--- src/rtl/regfetch_scoreboard.sv ---
// Register-fetch issue scoreboard: tracks pending vector/scalar writes and stalls hazarding instructions.
// Optional statistics counters are enabled with `define SCOREBOARD_STATS_EN.
module regfetch_scoreboard (
    input  logic        clk,
    input  logic        rst_n,
    input  logic [31:0] instruction,
    input  logic        inst_valid,
    output logic        inst_ready,
    output logic        issue_valid,
    output logic [31:0] issue_instruction,
    input  logic        wb_valid,
    input  logic        wb_vec,
    input  logic [4:0]  wb_addr,
    input  logic        drain_req,
    output logic        drain_ack,
    output logic [31:0] busy_v,
    output logic [31:0] busy_s
`ifdef SCOREBOARD_STATS_EN
    ,
    output logic [15:0] stall_cnt,
    output logic [15:0] issue_cnt
`endif
);

    // Opcode encoding of instruction[31:27]; values 18..31 are undefined.
    localparam logic [4:0] OP_NOOP   = 5'd0;
    localparam logic [4:0] OP_ADD    = 5'd1;
    localparam logic [4:0] OP_SUB    = 5'd2;
    localparam logic [4:0] OP_XOR    = 5'd3;
    localparam logic [4:0] OP_AND    = 5'd4;
    localparam logic [4:0] OP_ORR    = 5'd5;
    localparam logic [4:0] OP_SLV    = 5'd6;
    localparam logic [4:0] OP_SRV    = 5'd7;
    localparam logic [4:0] OP_ROL    = 5'd8;
    localparam logic [4:0] OP_ROR    = 5'd9;
    localparam logic [4:0] OP_LDV_I  = 5'd10;
    localparam logic [4:0] OP_LDV_R  = 5'd11;
    localparam logic [4:0] OP_STR_I  = 5'd12;
    localparam logic [4:0] OP_STR_R  = 5'd13;
    localparam logic [4:0] OP_MOVS_I = 5'd14;
    localparam logic [4:0] OP_MOVS_R = 5'd15;
    localparam logic [4:0] OP_MOVV_I = 5'd16;
    localparam logic [4:0] OP_MOVV_R = 5'd17;

    typedef enum logic [1:0] {RUN, DRAIN, IDLE} state_t;

    state_t      state_q, state_d;
    logic        issue_valid_q, issue_valid_d;
    logic [31:0] issue_instruction_q, issue_instruction_d;
    logic [31:0] busy_v_q, busy_v_d;
    logic [31:0] busy_s_q, busy_s_d;

    logic [4:0] opcode, rd, ra, rb;
    logic       form;
    logic       ra_v, ra_s, rb_v, rb_s, rd_v_src, dst_v, dst_s;
    logic       hazard, accept;

    assign opcode = instruction[31:27];
    assign rd     = instruction[26:22];
    assign ra     = instruction[21:17];
    assign rb     = instruction[4:0];
    assign form   = instruction[14];

    always_comb begin
        ra_v     = 1'b0;
        ra_s     = 1'b0;
        rb_v     = 1'b0;
        rb_s     = 1'b0;
        rd_v_src = 1'b0;
        dst_v    = 1'b0;
        dst_s    = 1'b0;
        case (opcode)
            OP_ADD, OP_SUB, OP_XOR, OP_AND, OP_ORR: begin
                ra_v  = 1'b1;
                rb_v  = 1'b1;
                dst_v = 1'b1;
            end
            OP_SLV, OP_SRV, OP_ROL, OP_ROR: begin
                ra_v  = 1'b1;
                rb_s  = ~form;
                dst_v = 1'b1;
            end
            OP_LDV_I: begin
                ra_s  = 1'b1;
                dst_v = 1'b1;
            end
            OP_LDV_R: begin
                ra_s  = 1'b1;
                rb_s  = 1'b1;
                dst_v = 1'b1;
            end
            OP_STR_I: begin
                rd_v_src = 1'b1;
                ra_s     = 1'b1;
            end
            OP_STR_R: begin
                rd_v_src = 1'b1;
                ra_s     = 1'b1;
                rb_s     = 1'b1;
            end
            OP_MOVS_I: dst_s = 1'b1;
            OP_MOVS_R: begin
                ra_s  = 1'b1;
                dst_s = 1'b1;
            end
            OP_MOVV_I: dst_v = 1'b1;
            OP_MOVV_R: begin
                ra_v  = 1'b1;
                dst_v = 1'b1;
            end
            default: ;
        endcase
    end

    // Hazards look only at the registered maps: a writeback this cycle does not unblock until next cycle.
    always_comb begin
        hazard = (ra_v && busy_v_q[ra]) || (ra_s && busy_s_q[ra]) ||
                 (rb_v && busy_v_q[rb]) || (rb_s && busy_s_q[rb]) ||
                 ((rd_v_src || dst_v) && busy_v_q[rd]) ||
                 (dst_s && busy_s_q[rd]);
    end

    assign inst_ready = rst_n && (state_q == RUN) && !hazard;
    assign accept     = inst_valid && inst_ready;

    // Writeback clears first so a same-cycle issue to the same register wins.
    always_comb begin
        busy_v_d = busy_v_q;
        busy_s_d = busy_s_q;
        if (wb_valid) begin
            if (wb_vec) begin
                busy_v_d[wb_addr] = 1'b0;
            end else begin
                busy_s_d[wb_addr] = 1'b0;
            end
        end
        if (accept && dst_v) begin
            busy_v_d[rd] = 1'b1;
        end
        if (accept && dst_s) begin
            busy_s_d[rd] = 1'b1;
        end
        issue_valid_d       = accept;
        issue_instruction_d = accept ? instruction : issue_instruction_q;
    end

    // DRAIN completes when the maps will be empty after this edge, so the final writeback reaches IDLE at once.
    always_comb begin
        state_d = state_q;
        case (state_q)
            RUN: begin
                if (drain_req) state_d = DRAIN;
            end
            DRAIN: begin
                if (!drain_req) begin
                    state_d = RUN;
                end else if ((busy_v_d == 32'd0) && (busy_s_d == 32'd0)) begin
                    state_d = IDLE;
                end
            end
            IDLE: begin
                if (!drain_req) state_d = RUN;
            end
            default: state_d = RUN;
        endcase
    end

    always_ff @(posedge clk) begin
        if (!rst_n) begin
            state_q             <= RUN;
            issue_valid_q       <= 1'b0;
            issue_instruction_q <= 32'd0;
            busy_v_q            <= 32'd0;
            busy_s_q            <= 32'd0;
        end else begin
            state_q             <= state_d;
            issue_valid_q       <= issue_valid_d;
            issue_instruction_q <= issue_instruction_d;
            busy_v_q            <= busy_v_d;
            busy_s_q            <= busy_s_d;
        end
    end

    assign issue_valid       = issue_valid_q;
    assign issue_instruction = issue_instruction_q;
    assign busy_v            = busy_v_q;
    assign busy_s            = busy_s_q;
    assign drain_ack         = (state_q == IDLE);

`ifdef SCOREBOARD_STATS_EN
    logic [15:0] stall_cnt_q, stall_cnt_d;
    logic [15:0] issue_cnt_q, issue_cnt_d;

    // Stall counter saturates; issue counter wraps.
    always_comb begin
        stall_cnt_d = stall_cnt_q;
        issue_cnt_d = issue_cnt_q;
        if ((state_q == RUN) && inst_valid && !inst_ready && (stall_cnt_q != 16'hFFFF)) begin
            stall_cnt_d = stall_cnt_q + 16'd1;
        end
        if (accept) begin
            issue_cnt_d = issue_cnt_q + 16'd1;
        end
    end

    always_ff @(posedge clk) begin
        if (!rst_n) begin
            stall_cnt_q <= 16'd0;
            issue_cnt_q <= 16'd0;
        end else begin
            stall_cnt_q <= stall_cnt_d;
            issue_cnt_q <= issue_cnt_d;
        end
    end

    assign stall_cnt = stall_cnt_q;
    assign issue_cnt = issue_cnt_q;
`endif

endmodule
--- config.mk ---
export PLATFORM = sky130hd
export DESIGN_NAME = regfetch_scoreboard
export DESIGN_NICKNAME = d
export VERILOG_FILES = /design/src/rtl/regfetch_scoreboard.sv
export SDC_FILE = /design/constraint.sdc
export NUM_CORES = 1
export LEC_CHECK = 0
export ABC_AREA = 1
export CORE_ASPECT_RATIO = 0.8
export CORE_MARGIN = 5
export CORE_UTILIZATION = 50
export CTS_CLUSTER_SIZE = 24
export DETAILED_ROUTE_END_ITERATION = 12
export PLACE_DENSITY = 0.77
export SYNTH_ARGS = -nofsm -noshare
export SYNTH_HDL_FRONTEND = slang
export SYNTH_SLANG_ARGS = --single-unit
--- constraint.sdc ---
create_clock -name clk -period 4.1 [get_ports clk]
set_input_delay 0.615 -clock clk [delete_from_list [all_inputs] [get_ports clk]]
set_output_delay 0.615 -clock clk [all_outputs]
set_load 0.01 [all_outputs]
==> reports/summary.md, run 1 <==
### Clock tree
* 0 — post-cts hold buffer count
* built — CTS tree
* 0.36 ns — clock latency on the worst-skew pair
* 99 — sink count of the clock tree
* 9 — clock buffer count from CTS
* 0 — number of post-CTS setup repair buffers
* 0.06 ns — clock-pin slew of the registers on the worst-case setup and hold paths
* sky130_fd_sc_hd__clkbuf_16 — Clock Tree Root
* 2 — buffer levels on the longest clock path
* 0 — Post-CTS Resized
* 3 — count of H-tree levels built during CTS

### Pwr
* 0.402 — clock power share
* 283.1 mW/mm² — power per cell area
* 0.1857 mV — peak supply drop
* 0.2916 — sw frac
* 3.685 nW — static power due to leakage
* 0.0007056 W — switching power of the nets
* 0.001714 W — cell internal power dissipation
* 0.185 — part of the total power dissipated in combinational logic
* 0.413 — Sequential Power Share

### Logic synthesis
* 5.692 µm² — Mapped Avg Cell Area
* 24 — number of distinct library cells after synthesis
* 0 — Synthesis Warnings
* 0.2956 — Seq/Total Area, Yosys
* 1221 — synthesized netlist net count
* 0.006705 mm² — synthesized area
* 1178 — Gate Count Post-Synth
* 99 — total of flip-flops plus latches after synthesis

### Die
* 37 — Row Count
* 142 — top-level port count
* 139.5 µm — die width
* 0.01301 mm² — Placeable Area
* 0.01584 mm² — die footprint
* 0.5154 — initial core utilization
* 113.6 µm — y dimension of the die

### Placed design
* 0.008210 mm² — post-place instance area
* 1.011 — RePlAce Congestion
* 141 — number of port buffers
* 21300 µm — HPWL Detailed

### Setup path
* state_q[1] — RR Endpoint
* instruction[23] — start point of the critical path
* input port — startpoint types
* input port to primary output — kind of critical path
* primary output — capturing element type of the critical path
* inst_ready — termination of the worst setup path
* busy_v[17] — launch instance of the worst register-to-register path
* 3.48 ns — critical path data required time
* 3.17 ns — CP arrival
* 12 — highest net fanout along the worst path
* 1.09 ns — setup slack of the worst register-to-register path
* 19 — cell count of the worst reg-to-reg path

### Cells and area
* 0.008546 mm² — Final Cell Area
* 0.04109 — layout cell share with drive strength beyond 1
* 27.45% — signed area change from the synthesized netlist to the final layout
* 1328 — net count reported at finish
* 0 — ant diodes

### Global routing
* 0.1140 — routing usage on met3
* 0 — initial antenna violation count
* 0 — total overflow reported by the global router
* 7519 — vias in the first global route
* 0.3444 — Total GRT Usage
* 0.4701 — met2 GRT Util
* 43240 µm — wire length of the first global-routing pass
* met1 — most used routing layer in global routing
* 53 — pin count of the biggest net entering global routing
* 0.5130 — Global Route met1 Usage

### Drt
* 0 — post-detailed-route DRC marker count
* 28780 µm — final WL
* 5.982 — vias per cell
* 5 — number of detailed-route iterations in the first pass
* 8764 — detailed-route via count
* 0 — ANT nets after route
* 1315 — DRC violation total after the first TritonRoute iteration
* 19.64 µm — drt wl/cell

### Status
* finished clean — run status

### STA
* 0 — final-report setup violation count
* 3.782 ns — post-route minimum period
* 0 — number of failing hold endpoints at the final stage
* 0 — Final Max Tran Viols
* false — RSZ-0062 raised after global routing
* 264.4 MHz — Max Clock Freq
* 0 ns — Sum Neg Setup Slack
* 0.3689 — Worst slew margin
* 0.01081 ns — clock skew
* 0.9224 — share of the clock period used by the worst path
* 0.9453 ns — actual slew at the worst max-slew pin

### Min path
* register to register — path class of the lowest-slack min-delay path

### Flow run
* 0 — total of max-cap violations

-- power groups by stage --
| stage | Clock [W] | Combinational (W) | Sequential (W) |
|---|---|---|---|
| 2_1_floorplan | 0 | 0.000244 | 0.00103 |
| 3_3_place_gp | 0 | 0.000430 | 0.00102 |
| 3_5_place_dp | 0 | 0.000433 | 0.00102 |
| 4_1_cts | 0.000973 | 0.000436 | 0.000999 |
| 5_1_grt | 0.00101 | 0.000478 | 0.00100 |
| 6_report | 0.000973 | 0.000448 | 0.000999 |
-- cell usage after synthesis --
cell	instances	area, µm²
sky130_fd_sc_hd__nand2_1	374	1404
sky130_fd_sc_hd__nor2_1	135	506.7
sky130_fd_sc_hd__a21oi_1	122	610.6
sky130_fd_sc_hd__nand3_1	122	610.6
sky130_fd_sc_hd__dfxtp_1	99	1982
sky130_fd_sc_hd__o21ai_0	79	395.4
sky130_fd_sc_hd__inv_1	78	292.8
sky130_fd_sc_hd__nand4_1	61	381.6
sky130_fd_sc_hd__clkbuf_1	37	138.9
sky130_fd_sc_hd__buf_2	21	105.1
sky130_fd_sc_hd__nor3_1	17	85.08
sky130_fd_sc_hd__inv_2	8	30.03
sky130_fd_sc_hd__buf_1	4	15.01
sky130_fd_sc_hd__buf_4	4	30.03
sky130_fd_sc_hd__clkinv_1	3	11.26
sky130_fd_sc_hd__o22ai_1	3	18.77
sky130_fd_sc_hd__a31oi_1	2	12.51
sky130_fd_sc_hd__nand2_4	2	22.52
sky130_fd_sc_hd__o21ai_1	2	10.01
sky130_fd_sc_hd__buf_6	1	11.26
sky130_fd_sc_hd__nand2_2	1	6.260
sky130_fd_sc_hd__nor2_4	1	11.26
sky130_fd_sc_hd__o21bai_1	1	7.510
sky130_fd_sc_hd__or2_2	1	6.260
-- stage by stage --
stage / total power (W) / hold WS [ns] / setup WS, ns / std cells / utilization
floorplan: 0.001274 / 0.4720 / 1.492 / 1178 / -
global placement: 0.001451 / 0.4524 / 0.2979 / 1449 / 0.6311
detailed placement: 0.001454 / 0.4576 / 0.2835 / 1449 / 0.6311
CTS: 0.002408 / 0.4674 / 0.3557 / 1465 / 0.6569
global route: 0.002494 / 0.4928 / 0.08537 / 1465 / 0.6569
finish: 0.002419 / 0.4674 / 0.3181 / 1465 / 0.6569
-- how the worst min path moves through the flow --
stage / startpoint / endpoint / cells past startpoint
finish: issue_instruction[16] / issue_instruction[16] / 2
global placement: issue_instruction[29] / issue_instruction[29] / 2
floorplan: state_q[0] / state_q[0] / 3
CTS: issue_instruction[16] / issue_instruction[16] / 2
detailed placement: issue_instruction[16] / issue_instruction[16] / 2
global route: issue_instruction[16] / issue_instruction[16] / 2
-- layer usage --
layer,wire length [µm],vias to the layer above
li1,-,4107
met1,11800,3872
met2,11100,707
met3,5049,76
met4,784,2
met5,41,-
-- placed cells by master, fill, tap and decap left out, drive strengths merged, types with 3 or more instances in the layout --
cell             n
a21oi          122
buf             23
clkbuf          11
clkdlybuf4s50  140
clkinv           5
dfxtp           99
inv             87
nand2          377
nand3          122
nand4           61
nor2           136
nor3            17
o21ai           81
o22ai            3
-- state kept, by name, summed over array words and instances (netlist names) --
| register | count |
|---|---|
| state_q | 2 |
| busy_v | 32 |
| issue_valid | 1 |
| issue_instruction | 32 |
| busy_s | 32 |
-- cells by family (layout without fill, tap and decap cells) --
logic type | after synthesis | in the layout | synth area share
DFF | 99 | 99 | 0.2956
and+or+nand+nor | 714 | 714 | 0.4525
buffers and inverters | 156 | 268 | 0.09461
AOI/OAI and AO/OA | 209 | 209 | 0.1573
-- critical path, cell delays in order --
cell and delay (ns):
sky130_fd_sc_hd__clkdlybuf4s50_1 0.60, sky130_fd_sc_hd__nor2_1 0.37, sky130_fd_sc_hd__inv_2 0.19, sky130_fd_sc_hd__nor2_1 0.12, sky130_fd_sc_hd__nor2_1 0.05, sky130_fd_sc_hd__nand2_1 0.06
sky130_fd_sc_hd__nand2_1 0.04, sky130_fd_sc_hd__nand2_1 0.07, sky130_fd_sc_hd__nor2_1 0.04, sky130_fd_sc_hd__nand3_1 0.05, sky130_fd_sc_hd__nand3_1 0.12, sky130_fd_sc_hd__nor2_4 0.23
sky130_fd_sc_hd__clkdlybuf4s50_1 0.59
-- layout make-up --
class / count / area, µm²
flip-flops and latches: 99 / 1982
clock buffers: 11 / 252.7
inverters: 89 / 334.1
fillers: 1256 / 4463
well taps: 175 / 219.0
clock inverters: 5 / 82.58
repair buffers: 163 / 1584
multi-input cells: 923 / 4091
Power figures use the tool's default switching activity.
==> run 2, diff against run 1 <==
Settings changed: ABC_CLOCK_PERIOD_IN_PS from default to 4100.
==> results of run 2 <==
No change in the layout: final DEF, timing and power equal those of run 1.
